### config.mk
export PLATFORM = sky130hd
export DESIGN_NAME = axi_fourchan_tier1_a32_d32_packet_master_skid
export DESIGN_NICKNAME = d
export VERILOG_FILES = /design/src/rtl/axi_fourchan_tier1_a32_d32_packet_master_skid.sv
export SDC_FILE = /design/constraint.sdc
export NUM_CORES = 1
export LEC_CHECK = 0
export CAP_MARGIN = 10
export CORE_MARGIN = 1
export CORE_UTILIZATION = 41
export DETAILED_ROUTE_END_ITERATION = 16
export DONT_BUFFER_PORTS = 1
export SYNTH_ARGS = -nofsm -noshare
export SYNTH_HDL_FRONTEND = slang
export SYNTH_HIERARCHICAL = 1
export SYNTH_SLANG_ARGS = --single-unit
### constraint.sdc
create_clock -name clk_wr -period 8.05 [get_ports clk_wr]
set_input_delay 0.4025 -clock clk_wr [delete_from_list [all_inputs] [get_ports clk_wr]]
set_output_delay 0.4025 -clock clk_wr [all_outputs]
set_load 0.005 [all_outputs]
### src/rtl/axi_fourchan_tier1_a32_d32_packet_master_skid.sv
// ---------------------------------------------------------------------------
// axi_fourchan_tier1_a32_d32_packet_master_skid
//
// Master-end AXI adapter for the logic link. User AR/AW/W requests are packed
// into tx FIFO words, and rx FIFO R/B words are unpacked into user responses.
// Every channel goes through a 2-entry registered skid buffer. A limiter holds
// back AW once OUTSTD_MAX writes are waiting for their B response.
//
// Ports:
//   clk_wr, rst_wr_n                : clock and asynchronous active-low reset
//   user_ar* / user_aw* / user_w*   : AXI master request channels (in)
//   user_r* / user_b*               : AXI responses to the master (out)
//   user_ar_vld/txfifo_ar_data      : link AR word {addr,burst,len,size,id}
//   user_aw_vld/txfifo_aw_data      : link AW word, same layout as AR
//   user_w_vld/txfifo_w_data        : link W word {last,data,id}
//   user_r_vld/rxfifo_r_data        : link R word {resp,last,data,id}
//   user_b_vld/rxfifo_b_data        : link B word {resp,id}
//   wr_outstd_cnt                   : writes accepted and not yet answered
//
// Build option: define RX_SKID_BYPASS_EN to drop the R and B skid buffers
// and make the rx path purely combinational.
// ---------------------------------------------------------------------------

// Two-entry FIFO-ordered skid buffer. Output data comes straight from the
// storage registers, so there is no combinational path from input to output.
module axi_fourchan_tier1_a32_d32_packet_master_skid_buf #(
  parameter int DATA_W = 8
) (
  input  logic              clk,
  input  logic              rst_n,
  input  logic              in_vld,
  output logic              in_ready,
  input  logic [DATA_W-1:0] in_data,
  output logic              out_vld,
  input  logic              out_ready,
  output logic [DATA_W-1:0] out_data
);
  logic [DATA_W-1:0] mem [2];
  logic              wr_ptr;
  logic              rd_ptr;
  logic [1:0]        cnt;
  logic              push;
  logic              pop;

  assign in_ready = (cnt != 2'd2);
  assign out_vld  = (cnt != 2'd0);
  assign push     = in_vld & in_ready;
  assign pop      = out_vld & out_ready;
  assign out_data = mem[rd_ptr];

  always_ff @(posedge clk or negedge rst_n) begin
    if (!rst_n) begin
      mem[0] <= '0;
      mem[1] <= '0;
      wr_ptr <= 1'b0;
      rd_ptr <= 1'b0;
      cnt    <= 2'd0;
    end else begin
      // With one entry held, wr_ptr points at the free slot, so a push never
      // disturbs the entry being presented.
      if (push) begin
        mem[wr_ptr] <= in_data;
        wr_ptr      <= ~wr_ptr;
      end
      if (pop) rd_ptr <= ~rd_ptr;
      case ({push, pop})
        2'b10:   cnt <= cnt + 2'd1;
        2'b01:   cnt <= cnt - 2'd1;
        default: cnt <= cnt;
      endcase
    end
  end
endmodule

module axi_fourchan_tier1_a32_d32_packet_master_skid #(
  parameter int OUTSTD_MAX = 16,
  parameter int CW         = $clog2(OUTSTD_MAX + 1)
) (
  input  logic          clk_wr,
  input  logic          rst_wr_n,
  input  logic [3:0]    user_arid,
  input  logic [1:0]    user_arsize,
  input  logic [7:0]    user_arlen,
  input  logic [1:0]    user_arburst,
  input  logic [47:0]   user_araddr,
  input  logic          user_arvalid,
  output logic          user_arready,
  input  logic [3:0]    user_awid,
  input  logic [1:0]    user_awsize,
  input  logic [7:0]    user_awlen,
  input  logic [1:0]    user_awburst,
  input  logic [47:0]   user_awaddr,
  input  logic          user_awvalid,
  output logic          user_awready,
  input  logic [3:0]    user_wid,
  input  logic [63:0]   user_wdata,
  input  logic          user_wlast,
  input  logic          user_wvalid,
  output logic          user_wready,
  output logic [3:0]    user_rid,
  output logic [63:0]   user_rdata,
  output logic          user_rlast,
  output logic [1:0]    user_rresp,
  output logic          user_rvalid,
  input  logic          user_rready,
  output logic [3:0]    user_bid,
  output logic [1:0]    user_bresp,
  output logic          user_bvalid,
  input  logic          user_bready,
  output logic          user_ar_vld,
  output logic [63:0]   txfifo_ar_data,
  input  logic          user_ar_ready,
  output logic          user_aw_vld,
  output logic [63:0]   txfifo_aw_data,
  input  logic          user_aw_ready,
  output logic          user_w_vld,
  output logic [68:0]   txfifo_w_data,
  input  logic          user_w_ready,
  input  logic          user_r_vld,
  input  logic [70:0]   rxfifo_r_data,
  output logic          user_r_ready,
  input  logic          user_b_vld,
  input  logic [5:0]    rxfifo_b_data,
  output logic          user_b_ready,
  output logic [CW-1:0] wr_outstd_cnt
);
  logic [CW-1:0] outstd;
  logic          aw_in_ready;
  logic          limit_hit;
  logic          aw_push;
  logic          b_hs;

  // ---- tx path: pack at buffer input ----
  axi_fourchan_tier1_a32_d32_packet_master_skid_buf #(.DATA_W(64)) u_ar (
    .clk(clk_wr), .rst_n(rst_wr_n),
    .in_vld(user_arvalid), .in_ready(user_arready),
    .in_data({user_araddr, user_arburst, user_arlen, user_arsize, user_arid}),
    .out_vld(user_ar_vld), .out_ready(user_ar_ready), .out_data(txfifo_ar_data)
  );

  // The limiter must also gate the push itself, not only the ready shown to
  // the master, otherwise a full limiter could still let a beat in.
  axi_fourchan_tier1_a32_d32_packet_master_skid_buf #(.DATA_W(64)) u_aw (
    .clk(clk_wr), .rst_n(rst_wr_n),
    .in_vld(user_awvalid & ~limit_hit), .in_ready(aw_in_ready),
    .in_data({user_awaddr, user_awburst, user_awlen, user_awsize, user_awid}),
    .out_vld(user_aw_vld), .out_ready(user_aw_ready), .out_data(txfifo_aw_data)
  );

  axi_fourchan_tier1_a32_d32_packet_master_skid_buf #(.DATA_W(69)) u_w (
    .clk(clk_wr), .rst_n(rst_wr_n),
    .in_vld(user_wvalid), .in_ready(user_wready),
    .in_data({user_wlast, user_wdata, user_wid}),
    .out_vld(user_w_vld), .out_ready(user_w_ready), .out_data(txfifo_w_data)
  );

  // ---- rx path: unpack at buffer output ----
`ifdef RX_SKID_BYPASS_EN
  assign user_rvalid  = user_r_vld;
  assign user_r_ready = user_rready;
  assign {user_rresp, user_rlast, user_rdata, user_rid} = rxfifo_r_data;
  assign user_bvalid  = user_b_vld;
  assign user_b_ready = user_bready;
  assign {user_bresp, user_bid} = rxfifo_b_data;
`else
  axi_fourchan_tier1_a32_d32_packet_master_skid_buf #(.DATA_W(71)) u_r (
    .clk(clk_wr), .rst_n(rst_wr_n),
    .in_vld(user_r_vld), .in_ready(user_r_ready), .in_data(rxfifo_r_data),
    .out_vld(user_rvalid), .out_ready(user_rready),
    .out_data({user_rresp, user_rlast, user_rdata, user_rid})
  );

  axi_fourchan_tier1_a32_d32_packet_master_skid_buf #(.DATA_W(6)) u_b (
    .clk(clk_wr), .rst_n(rst_wr_n),
    .in_vld(user_b_vld), .in_ready(user_b_ready), .in_data(rxfifo_b_data),
    .out_vld(user_bvalid), .out_ready(user_bready),
    .out_data({user_bresp, user_bid})
  );
`endif

  // ---- write-outstanding limiter ----
  assign limit_hit     = (outstd == CW'(OUTSTD_MAX));
  assign user_awready  = aw_in_ready & ~limit_hit;
  assign aw_push       = user_awvalid & user_awready;
  assign b_hs          = user_bvalid & user_bready;
  assign wr_outstd_cnt = outstd;

  always_ff @(posedge clk_wr or negedge rst_wr_n) begin
    if (!rst_wr_n) begin
      outstd <= '0;
    end else if (aw_push && !b_hs) begin
      outstd <= outstd + CW'(1);
    end else if (b_hs && !aw_push && (outstd != '0)) begin
      // A B with nothing outstanding is a protocol error; the count holds at 0.
      outstd <= outstd - CW'(1);
    end
  end

`ifndef SYNTHESIS
  b_underflow_a: assert property (@(posedge clk_wr) disable iff (!rst_wr_n)
    !(b_hs && !aw_push && (outstd == '0)));
`endif

endmodule

# --- Word level (Yosys, flattened, before mapping) ---
# Index checks and enable logic that the tools add are counted.
word_totals:
  reg_bits: 573
  inputBits: 286
  out_inout_bits: 289
  elab_cells: 162
op_classes:
  add_sub_neg: 12
  order_cmp: 15
  n_eq_ne: 16
  mux: 37
  n_bitwise: 34
  n_reduce_logical: 22
ops:
  columns: ["operator", "count"]
  rows:
  - ["2-to-1 mux 64 bit", 8]
  - ["2-to-1 mux 71 bit", 4]
  - ["2-to-1 mux 69 bit", 4]
  - ["bitwise mux 128 bit", 2]
  - ["bitwise mux 142 bit", 1]
  - ["bitwise mux 138 bit", 1]
  - ["demux 64 bit (select 1 bit)", 2]
  - ["demux 71 bit (select 1 bit)", 1]
  - ["demux 69 bit (select 1 bit)", 1]
  - ["2-to-1 mux 6 bit", 4]
  - ["nonzero test 2 bit", 11]
  - ["greater-or-equal comparator 2 bit, second input constant", 10]
  - ["NOT 1 -> 2 bit", 10]
  - ["case mux 2 bit (2 select lines)", 5]
  - ["AND 1 bit", 13]
  - ["bitwise mux 12 bit", 1]
  - ["NOT 1 bit", 11]
  - ["adder 2 x 1 -> 2 bit, second input constant", 5]
  - ["equality test 2 x 1 -> 1 bit, second input constant", 5]
  - ["equality test 2 bit, second input constant", 5]
  - ["less-than comparator 2 x 1 -> 1 bit, second input constant", 5]
  - ["2-to-1 mux 5 bit", 2]
  - ["inequality test 2 bit, second input constant", 5]
  - ["subtractor 2 x 1 -> 2 bit, second input constant", 5]
  - ["other kinds (7)", 15]

# --- Logic depth before layout (Yosys ltp) ---
# Gate-level depths: netlist of the first run.
depth:
  depth_word: 9
  ltp_mapped: 9
  depth_no_buf: 9

# --- Cells and area by module ---
# The synthesis of the first run kept the hierarchy.
by_module_without_submodules:
  columns: ["module", "n_inst", "cells_per_inst", "area_each_um2", "seq_area_each_um2"]
  rows:
  - ["axi_fourchan_tier1_a32_d32_packet_master_skid_buf (u_ar ...)", 2, 358, 6343.6, 3303.2]
  - ["axi_fourchan_tier1_a32_d32_packet_master_skid_buf (u_r)", 1, 396, 7038.0, 3653.5]
  - ["axi_fourchan_tier1_a32_d32_packet_master_skid_buf (u_w)", 1, 386, 6258.5, 3553.4]
  - ["axi_fourchan_tier1_a32_d32_packet_master_skid_buf (u_b)", 1, 50, 784.5, 400.4]
  - ["axi_fourchan_tier1_a32_d32_packet_master_skid", 1, 39, 410.4, 125.1]

# --- Least setup slack after synthesis of the first run ---
# OpenSTA, ideal clock, no wires.
synth_timing:
  path_type: "register to register"
  startpoint: "register u_b.cnt[0]"
  endpoint: "register outstd[4], in the netlist wr_outstd_cnt[4]"
  setup_time_ns: 0.134
  arrival_ns: 2.465
  required_ns: 7.916
  slack_ns: 5.451
  stages_incl_launch_ff: 10
  path_buffers: 0
  synth_period_minus_slack_ns: 2.599
  cell_sequence: "dfrtp_1 > or2_2 > and2_1 > or3_1 > and2_1 > ha_1 > nand3_1 > and3_1 > a221oi_1 > a211oi_2"
synth_between:
  elab_chain_cells: 5
  word_cells_on_any_way: 8
  cone_classes: "mux (1); bitwise (1); reduce/logical (6)"
synth_rtl:
  columns: ["element", "line_no", "source"]
  rows:
  - ["from (decl)", "41", "logic [1:0] cnt;"]
  - ["from (signal assigned)", "67", "2'b10: cnt <= cnt + 2'd1;"]
  - ["from (signal assigned)", "68", "2'b01: cnt <= cnt - 2'd1;"]
  - ["from (signal assigned)", "69", "default: cnt <= cnt;"]
  - ["nonzero test 2 bit *", "46", "assign out_vld = (cnt != 2'd0);"]
  - ["via user_bvalid", "108", "output logic user_bvalid,"]
  - ["AND 1 bit *", "185", "assign b_hs = user_bvalid & user_bready;"]
  - ["zero test 1 bit or logical AND 1 bit (tied branches)", "191, 193", null]
  - ["logical AND 1 bit, on equally long branches", "191, 193", null]
  - ["2-to-1 mux 5 bit or nonzero test 2 bit (tied branches)", null, null]
  - ["to (signal assigned)", "192", "outstd <= outstd + CW'(1);"]
  - ["to (signal assigned)", "195", "outstd <= outstd - CW'(1);"]
  - ["to (decl)", "127", "logic [CW-1:0] outstd;"]
# The timed path passes the listed nets; every way through them passes the cells marked *.
# A chain may end at the register's enable or synchronous reset.

# --- Worst setup path in the final report of the first run ---
layout_timing:
  startpoint: "register u_w.rd_ptr"
  endpoint: "output port txfifo_w_data[5]"
layout_between:
  elab_chain_cells: 4
layout_rtl:
  columns: ["element", "line_no", "source"]
  rows:
  - ["from (decl)", "40", "logic rd_ptr;"]
  - ["from (signal assigned)", "65", "if (pop) rd_ptr <= ~rd_ptr;"]
  - ["NOT 1 -> 2 bit (not written as such)", "49", "assign out_data = mem[rd_ptr];"]
  - ["2-to-1 mux 69 bit (not written as such) (3 in a row)", "49", null]
  - ["to (decl)", "117", "output logic [68:0] txfifo_w_data,"]
# No other way between the ends. The select of a mux whose other input is x is not followed.

==> results.json, run 1 <==
{
  "status": "finished with violations",
  "violations": "negative hold slack, max-slew violations",
  "fp.dieW_microns": 259,
  "hpwlAfterDp_microns": 38800,
  "setup_violations": 0,
  "hp-class": "in2async",
  "firstDrtPassIters": 7,
  "mappedNetlistArea_sq_um": 27200,
  "path_clk_slew_ps": 60,
  "fin_tns_setup_ps": 0,
  "via_per_inst": 5.05,
  "grt_pass1_vias": 15341,
  "fin_ws_ps": 5120,
  "vias": 13940,
  "rsz0062_at_grt": "no",
  "core_sq_um": 65600,
  "cts_setup_buffers": 0,
  "worstPathRequired_ps": 7650,
  "worst_hold_slack_ps": -506,
  "ys_ff_latch": 573,
  "yosys_warnings": 6,
  "holdBufCountCts": 279,
  "n_fill_cell": 5546,
  "worst_ep_arrival_time_ps": 2530,
  "detail-route-antenna-nets": 0,
  "grt.total_usage": 0.175,
  "syn_area_per_cell_sq_um": 17.1,
  "die_area_sq_um": 67300,
  "vdd_ir_drop_max_mv": 0.245,
  "initial_utilization": 0.414,
  "synth_top_cell_by_area": "dfrtp_1",
  "slew_viol_final": 449,
  "place_ws_ps": 5210,
  "rows": 94,
  "leakagePower_uw": 0.0139,
  "max_slew_margin": -1.55,
  "grt_max_degree": 574,
  "cp-start-kind": "flip-flop",
  "worstMarginPinSlew_ps": 3820,
  "drive_above_1_share": 0.496,
  "routed_wl_microns": 60500,
  "fin_crit_ps": 2930,
  "finalClockSkew_ps": 10.7,
  "numPortBuffers": 0,
  "h-tree-depth": 2,
  "synth-edff-count": 0,
  "tritoncts": "yes",
  "cts_resized": 0,
  "clock-sinks": 573,
  "synth_area_leaders": "dfrtp_1, mux2_4, mux2_2",
  "antenna_found_initial": 2,
  "ys_seq_area_frac": 0.528,
  "post-route-drc-count": 0,
  "drv_cap": 0,
  "die_h_microns": 259,
  "rrSetupSlack_ps": 5160,
  "critPathKind": "reg2out",
  "synth-main-ff-cell": "dfrtp_1",
  "crit_path_end_kind": "output pin",
  "gp_congestion": 0.796,
  "overflow": 0,
  "synth_top_area_frac": 0.528,
  "avgRoutedWirePerCell_microns": 21.9,
  "cts_root_buf": "clkbuf_16",
  "fin_area_sq_um": 31900,
  "max_clock_freq_mhz": 342,
  "async_reset_ff_frac": 1.00,
  "io_pins": 575,
  "fin_nets": 2142,
  "synthCells": 1587,
  "synth_nets": 1882,
  "power_density_nw_per_um2": 434,
  "worstPathMaxFanout": 49,
  "cts_buffers": 61,
  "synth_cell_types": 35,
  "fin_util": 0.486,
  "hold_viol": 176,
  "layout_worst_path_cycle_share": 0.364,
  "drt_iter0_drc": 671,
  "clockBufferDepth": 3,
  "grt_pass1_wl_microns": 92800,
  "area_growth_pct": 17.4,
  "insertion_delay_ps": 600,
  "dpl_cell_area_sq_um": 27200
}
-- state kept, by name (all words and copies together) (netlist names), 2 cells and up --
| name | cells |
|---|---|
| u_ar/cnt | 2 |
| u_ar/mem | 128 |
| u_aw/cnt | 2 |
| u_aw/mem | 128 |
| u_b/cnt | 2 |
| u_b/mem | 12 |
| u_r/cnt | 2 |
| u_r/mem | 142 |
| u_w/cnt | 2 |
| u_w/mem | 138 |
| wr_outstd_cnt | 5 |
-- report_power, final --
part | leakage, uW | total [uW] | internal (uW) | switching (uW)
combinational | 0.00620 | 5840 | 3520 | 2320
clock | 0.000968 | 2740 | 1600 | 1140
sequential | 0.00674 | 5250 | 4390 | 863
total | 0.0139 | 13800 | 9510 | 4320
-- cell usage after synthesis (all sizes together) (2+ instances only) --
| cell type | number |
|---|---|
| mux2 | 822 |
| dfrtp | 573 |
| buf | 84 |
| xnor2 | 17 |
| xor2 | 12 |
| and2 | 11 |
| clkbuf | 9 |
| ha | 8 |
| nand2 | 8 |
| and3 | 6 |
| and3b | 5 |
| nand2b | 5 |
| nor2 | 5 |
| or2 | 5 |
| a21oi | 3 |
| a22o | 3 |
| nand3 | 2 |
| or3 | 2 |
-- cell usage in the layout, fill, tap and decap left out, types with 4 or more instances in the layout --
cell,instances
nand2b_4,5
clkbuf_16,61
clkbuf_1,13
clkbuf_8,13
mux2_2,394
xnor2_1,17
xor2_1,12
nor2_1,5
buf_4,11
nand2_1,8
ha_1,8
and3_4,5
dlygate4sd3_1,279
mux2_1,16
dfrtp_2,4
mux2_4,412
clkinv_2,14
dfrtp_1,569
and2_1,10
-- layer usage --
metal	global-route usage	wire length, microns	up-vias
met5	0	0	-
li1	-	-	6185
met4	0.0708	2300	0
met3	0.0455	3700	121
met1	0.219	25100	7231
met2	0.286	29400	403
-- worst max-delay path, stage by stage (launching register included) --
cell	delay, ps
dfrtp_2	730
buf_4	670
mux2_2	470
-- logic make-up after synthesis --
kind of cell | count (synthesis) | synth area share
mux | 822 | 0.397
flops | 573 | 0.528
buf+inv | 93 | 0.0439
simple gates | 50 | 0.0139
xor+xnor | 29 | 0.00935
compound gates | 11 | 0.00341
fa+ha+maj | 9 | 0.00442
-- worst paths after layout --
kind,from,endpoint,cells after the start
setup / recovery,u_w/rd_ptr,txfifo_w_data[5],2
hold / removal,rst_wr_n,u_aw/mem[78],0
setup reg to reg,u_b/cnt[0],wr_outstd_cnt[4],9
hold reg to reg,u_ar/mem[2],u_ar/mem[2],1
max in group asynchronous,rst_wr_n,u_aw/rd_ptr,0
min in group clk_wr,user_ar_ready,u_ar/rd_ptr,2
-- cell type report --
class | instances | area (sq um) | area share
Sequential cell | 573 | 14300 | 0.450
Multi-Input combinational cell | 921 | 11700 | 0.365
Timing Repair Buffer | 290 | 2880 | 0.0901
Clock buffer | 87 | 1750 | 0.0550
Tap cell | 864 | 1080 | 0.0339
Clock inverter | 20 | 188 | 0.00588
Antenna cell | 3 | 7.51 | 0.000235
-- stage by stage --
stage          cells  total power [uW]
3_3_place_gp    2369             10900
4_1_cts         2755             14000
2_1_floorplan   1587             10100
6_report        2758             13800
5_1_grt         2757             14600
3_5_place_dp    2369             11000
Note: power is estimated with default switching activity, not from simulation.
==> run 2, diff against run 1 <==
--- a/config.mk
+++ b/config.mk
@@ -5,6 +5,7 @@
 export SDC_FILE = /design/constraint.sdc
 export NUM_CORES = 1
 export LEC_CHECK = 0
+export ABC_AREA = 1
 export CAP_MARGIN = 10
 export CORE_MARGIN = 1
 export CORE_UTILIZATION = 41
==> constraint.sdc (replaced) <==
create_clock -name clk_wr -period 2.4 [get_ports clk_wr]
set_input_delay 0.12 -clock clk_wr [delete_from_list [all_inputs] [get_ports clk_wr]]
set_output_delay 0.12 -clock clk_wr [all_outputs]
set_load 0.005 [all_outputs]
==> results.json, run 2 <==
{
  "worst_hold_slack_ps": -764,
  "insertion_delay_ps": 590,
  "numPortBuffers": 0,
  "ys_top_cells_by_count": "nand2_1, dfrtp_1, nand4_1, buf_2, clkbuf_1",
  "vdd_ir_drop_max_mv": 0.694,
  "avgRoutedWirePerCell_microns": 18.5,
  "fin_ws_ps": 157,
  "drive_above_1_share": 0.0501,
  "grt_max_degree": 574,
  "h-tree-depth": 3,
  "post-route-drc-count": 0,
  "detail-route-antenna-nets": 0,
  "crit_chain": "buf_4, nand4_1, dlygate4sd3_1, nand2_1, dlygate4sd3_1",
  "slowest_stage": "dlygate4sd3_1",
  "p_seq_frac": 0.371,
  "layout_worst_path_cycle_share": 0.934,
  "gp_congestion": 0.813,
  "rsz0062_at_grt": "no",
  "yosys_warnings": 6,
  "clockBufferDepth": 3,
  "grt.total_usage": 0.239,
  "firstDrtPassIters": 5,
  "rows": 94,
  "cts_buffers": 66,
  "largest_register_ffs": 142,
  "clkPwrFrac": 0.218,
  "slew_viol_final": 377,
  "initial_utilization": 0.417,
  "worstMarginPinSlew_ps": 3260,
  "synth_top_area_frac": 0.519,
  "grt.met1_usage": 0.318,
  "die_area_sq_um": 68400,
  "via_per_inst": 5.39,
  "final_common_cell": "nand2_1",
  "clock-sinks": 573,
  "holdBufCountCts": 334,
  "synth.most_common_cell": "nand2_1",
  "worstPathRequired_ps": 2940,
  "place_ws_ps": 402,
  "synth_area_leaders": "dfrtp_1, nand2_1, nand4_1",
  "overflow": 0,
  "n_fill_cell": 6406,
  "fin_crit_ps": 2240,
  "crit_path_end_kind": "flip-flop",
  "drv_cap": 0,
  "status": "finished with violations",
  "drt_iter0_drc": 2403,
  "grt_pass1_wl_microns": 132000,
  "vias": 24737,
  "synthCells": 3516,
  "mappedNetlistArea_sq_um": 27600,
  "leakagePower_uw": 0.0173,
  "fin_tns_setup_ps": 0,
  "top_register": "u_r/mem",
  "met3_usage": 0.0560,
  "reg_top3": "u_r/mem: 142 flops, u_w/mem: 138 flops",
  "synth-edff-count": 0,
  "violations": "negative hold slack, max-slew violations",
  "worst_ep_arrival_time_ps": 2780,
  "setup_violations": 0,
  "antenna_found_initial": 8,
  "p_switching_uw": 19800,
  "hold_viol": 573,
  "synth_cell_types": 25,
  "hp-class": "in2async",
  "critPathKind": "reg2reg",
  "cts_resized": 0,
  "synth_top_cell_by_area": "dfrtp_1",
  "die_h_microns": 262,
  "cts_root_buf": "clkbuf_16",
  "async_reset_ff_frac": 1.00,
  "area_growth_pct": 19.8,
  "io_pins": 575,
  "power.share.switching": 0.435,
  "fp.dieW_microns": 262,
  "tritoncts": "yes",
  "fin_nets": 3965,
  "cp-start-kind": "flip-flop",
  "mostFrequentLayoutCells": "nand2_1, dfrtp_1, nand4_1, dlygate4sd3_1, clkbuf_16",
  "syn_area_per_cell_sq_um": 7.86,
  "gr-max-usage-layer": "met2",
  "synth-main-ff-cell": "dfrtp_1",
  "core_sq_um": 66200,
  "max_stage_delay_ps": 590,
  "finalClockSkew_ps": 22.7,
  "routed_wl_microns": 84900,
  "ys_ff_latch": 573,
  "max_slew_margin": -1.17,
  "power.internal_uw": 25700,
  "grt_pass1_vias": 23573,
  "hpwlAfterDp_microns": 47800,
  "worstPathMaxFanout": 47,
  "power_density_nw_per_um2": 1370,
  "cts_setup_buffers": 0,
  "grt_util_met2": 0.380,
  "path_clk_slew_ps": 60,
  "crit_top_cell": "dlygate4sd3_1",
  "max_clock_freq_mhz": 446,
  "ys_seq_area_frac": 0.519,
  "power_frac_comb": 0.412,
  "synth_nets": 3811
}
==> run 2: cell types whose count changed after synthesis, moves of 30 or more <==
cell,change
mux2_2,-394
clkbuf_1,+50
inv_1,+30
nand4_1,+554
buf_12,-44
buf_2,+145
mux2_4,-412
nand2_1,+1988
==> run 2: worst max-delay path, delay by kind of cell (launching register included) <==
| family | cells | cell delay (ps) |
|---|---|---|
| buf+inv | 3 | 1610 |
| flops | 1 | 360 |
| simple gates | 2 | 210 |
==> run 2: per-stage QoR <==
stage	total power, uW	std cells	utilization	area [sq um]
CTS	45700	4579	0.500	33100
floorplan	30100	3516	-	27600
finish	45500	4586	0.500	33100
global placement	34500	4132	0.417	27600
detailed placement	34900	4132	0.417	27600
global route	49000	4584	0.500	33100
==> run 2: path summary, 6_finish.rpt <==
path	start	endpoint	slack [ps]	cells after the start
worst max-delay path	u_r/wr_ptr	u_r/mem[64]	160	5
worst min-delay path	rst_wr_n	u_aw/mem[76]	-760	0
worst max register to register	u_r/wr_ptr	u_r/mem[64]	160	5
worst min register to register	u_r/mem[85]	u_r/mem[85]	470	2
max in group asynchronous	rst_wr_n	u_ar/rd_ptr	430	0
min in group clk_wr	user_bready	wr_outstd_cnt[0]	40	5
==> run 2: power groups by stage <==
stage | combinational (uW) | sequential, uW | clock (uW)
after floorplan | 13800 | 16300 | 0
after global placement | 17700 | 16800 | 0
after detailed placement | 17900 | 16900 | 0
after CTS | 18800 | 16800 | 10100
after global routing | 21100 | 17400 | 10500
final | 18700 | 16900 | 9900
==> run 2: layout make-up <==
cell class | count | area [sq um] | share of cell area
flip-flops and latches | 573 | 14300 | 0.433
clock inverters | 15 | 231 | 0.00699
clock buffers | 98 | 1860 | 0.0563
multi-input cells | 2604 | 11500 | 0.347
diodes | 7 | 17.5 | 0.000529
well taps | 864 | 1080 | 0.0326
repair buffers | 381 | 3920 | 0.118
inverters | 44 | 169 | 0.00510
==> run 2: metal layers <==
metal	up-vias	share of wire
met4	6	0.034
met2	875	0.47
met3	174	0.074
li1	11832	-
met1	11850	0.42
met5	-	0.00044
==> run 2: kinds of logic after synthesis <==
logic type                 count (synthesis)  share of synthesized area
DFF                                      573                      0.519
and+or+nand+nor                         2586                      0.408
adders and majority gates                  9                    0.00435
xor gates and xnor gates                   7                    0.00222
AOI/OAI and AO/OA                          2                   0.000362
buffers and inverters                    339                     0.0658
==> run 3, diff against run 2 <==
==> constraint.sdc (replaced) <==
create_clock -name clk_wr -period 1.95 [get_ports clk_wr]
set_input_delay 0.0975 -clock clk_wr [delete_from_list [all_inputs] [get_ports clk_wr]]
set_output_delay 0.0975 -clock clk_wr [all_outputs]
set_load 0.005 [all_outputs]
==> results.json, run 3 (synthesized netlist as in run 2, its figures left out) <==
{
  "status": "finished with violations",
  "violations": "negative hold slack, max-slew violations",
  "power_density_nw_per_um2": 1680,
  "overflow": 0,
  "setup_violations": 0,
  "numPortBuffers": 0,
  "max_slew_margin": -0.218,
  "tritoncts": "yes",
  "clock-sinks": 573,
  "vdd_ir_drop_max_mv": 0.939,
  "final_common_cell": "nand2_1",
  "initial_utilization": 0.417,
  "worst_ep_arrival_time_ps": 2350,
  "fp.dieW_microns": 262,
  "drive_above_1_share": 0.0597,
  "worstMarginPinSlew_ps": 1830,
  "h-tree-depth": 3,
  "r2r_cells": 6,
  "cts_buffers": 66,
  "worstPathMaxFanout": 102,
  "n_fill_cell": 6311,
  "antenna_found_initial": 4,
  "avgRoutedWirePerCell_microns": 18.8,
  "die_h_microns": 262,
  "top_register": "u_r/mem",
  "grt_pass1_wl_microns": 134000,
  "post-route-drc-count": 0,
  "via_per_inst": 5.43,
  "fin_crit_ps": 1880,
  "worst_hold_slack_ps": -769,
  "vias": 25447,
  "mostFrequentLayoutCells": "nand2_1, dfrtp_1, nand4_1, dlygate4sd3_1, clkbuf_16",
  "grt.total_usage": 0.242,
  "hpwlAfterDp_microns": 48200,
  "critPathKind": "in2reg",
  "die_area_sq_um": 68400,
  "io_pins": 575,
  "path_clk_slew_ps": 60,
  "area_growth_pct": 24.3,
  "reg2reg_from": "u_w/cnt[0]",
  "final_cells": 4688,
  "placed_cells": 4150,
  "drv_cap": 0,
  "rows": 94,
  "detail-route-antenna-nets": 0,
  "worstPathRequired_ps": 2420,
  "gp_congestion": 0.818,
  "leakagePower_uw": 0.0178,
  "insertion_delay_ps": 600,
  "crit_path_end_kind": "flip-flop",
  "regArea_sq_um": 14400,
  "finalClockSkew_ps": 23.2,
  "grt_pass1_vias": 23965,
  "grt_max_degree": 574,
  "cts_root_buf": "clkbuf_16",
  "hold_viol": 573,
  "reg_top3": "u_r/mem: 142 flops, u_w/mem: 138 flops",
  "hp-class": "in2async",
  "rsz0062_at_grt": "yes",
  "multiInputGateArea_sq_um": 11500,
  "cp-start-kind": "input port",
  "core_sq_um": 66200,
  "rrSetupSlack_ps": 90,
  "largest_register_ffs": 142,
  "max_clock_freq_mhz": 532,
  "fin_nets": 4070,
  "r2r_end": "u_w/mem[54]",
  "dpl_cell_area_sq_um": 27800,
  "firstDrtPassIters": 5,
  "layout_worst_path_cycle_share": 0.963,
  "drt_iter0_drc": 2280,
  "fin_area_sq_um": 34400,
  "fin_tns_setup_ps": 0,
  "slew_viol_final": 161,
  "clockBufferDepth": 3,
  "routed_wl_microns": 88000
}
## run 3: cell types whose count changed in the layout (fill, tap and decap cells not counted), sizes merged
cell / delta
diode: -2
dlygate4sd3: +77
clkbuf: +3
clkinvlp: +1
nand3: +1
inv: +1
clkinv: -2
buf: +23
## run 3: power by group
| group | switching [uW] | total [uW] | internal [uW] |
|---|---|---|---|
| Combinational | 16700 | 24700 | 7980 |
| Sequential | 3120 | 20700 | 17600 |
| Clock | 4980 | 12400 | 7450 |
| Total | 24800 | 57800 | 33000 |
## run 3: what timing repair did
item / 4_1_cts / 5_1_grt
cloned: 0 / 4
endpoints found under the setup margin: 3 / 137
resized for setup: 3 / 16
hold buffers: 410 / 1
setup buffers: 0 / 6
endpoints found under the hold margin: 1145 / 575
## run 3: final cells by class
class / instances / share of cell area
repair buffers: 485 / 0.148
inverters: 44 / 0.00499
multi-input cells: 2605 / 0.336
well taps: 864 / 0.0315
diodes: 5 / 0.000364
clock buffers: 97 / 0.0568
clock inverters: 15 / 0.00550
flip-flops and latches: 573 / 0.418
## run 3: critical path: stages
cell	delay [ps]
dlygate4sd3_1	640
buf_16	400
nand3_4	240
buf_4	260
nand2_1	70
nand2_1	50
dlygate4sd3_1	560
## run 3: routing by layer
metal / vias up / global-route usage / routed length, microns
li1: 12038 / - / -
met5: - / 0 / 13
met1: 12271 / 0.317 / 36300
met3: 211 / 0.0625 / 6940
met4: 2 / 0.0851 / 3150
met2: 925 / 0.387 / 41500
## run 3: worst max-delay path by stage
| stage | startpoint | to | depth (start not counted) |
|---|---|---|---|
| after floorplan | u_aw/cnt[1] | wr_outstd_cnt[4] | 12 |
| after global placement | wr_outstd_cnt[2] | wr_outstd_cnt[4] | 14 |
| after detailed placement | u_b/cnt[0] | wr_outstd_cnt[4] | 13 |
| after CTS | u_ar/rd_ptr | txfifo_ar_data[16] | 4 |
| after global routing | u_b/cnt[0] | wr_outstd_cnt[4] | 11 |
| final | user_arvalid | u_ar/mem[20] | 7 |
## run 3: through the flow
step / utilization / setup slack (ps) / power, uW
after floorplan: - / 27.4 / 37100
after global placement: 0.420 / 65.7 / 42800
after detailed placement: 0.420 / -4.40 / 43300
after CTS: 0.515 / -0.695 / 57400
after global routing: 0.519 / -59.1 / 62200
final: 0.519 / 71.7 / 57800
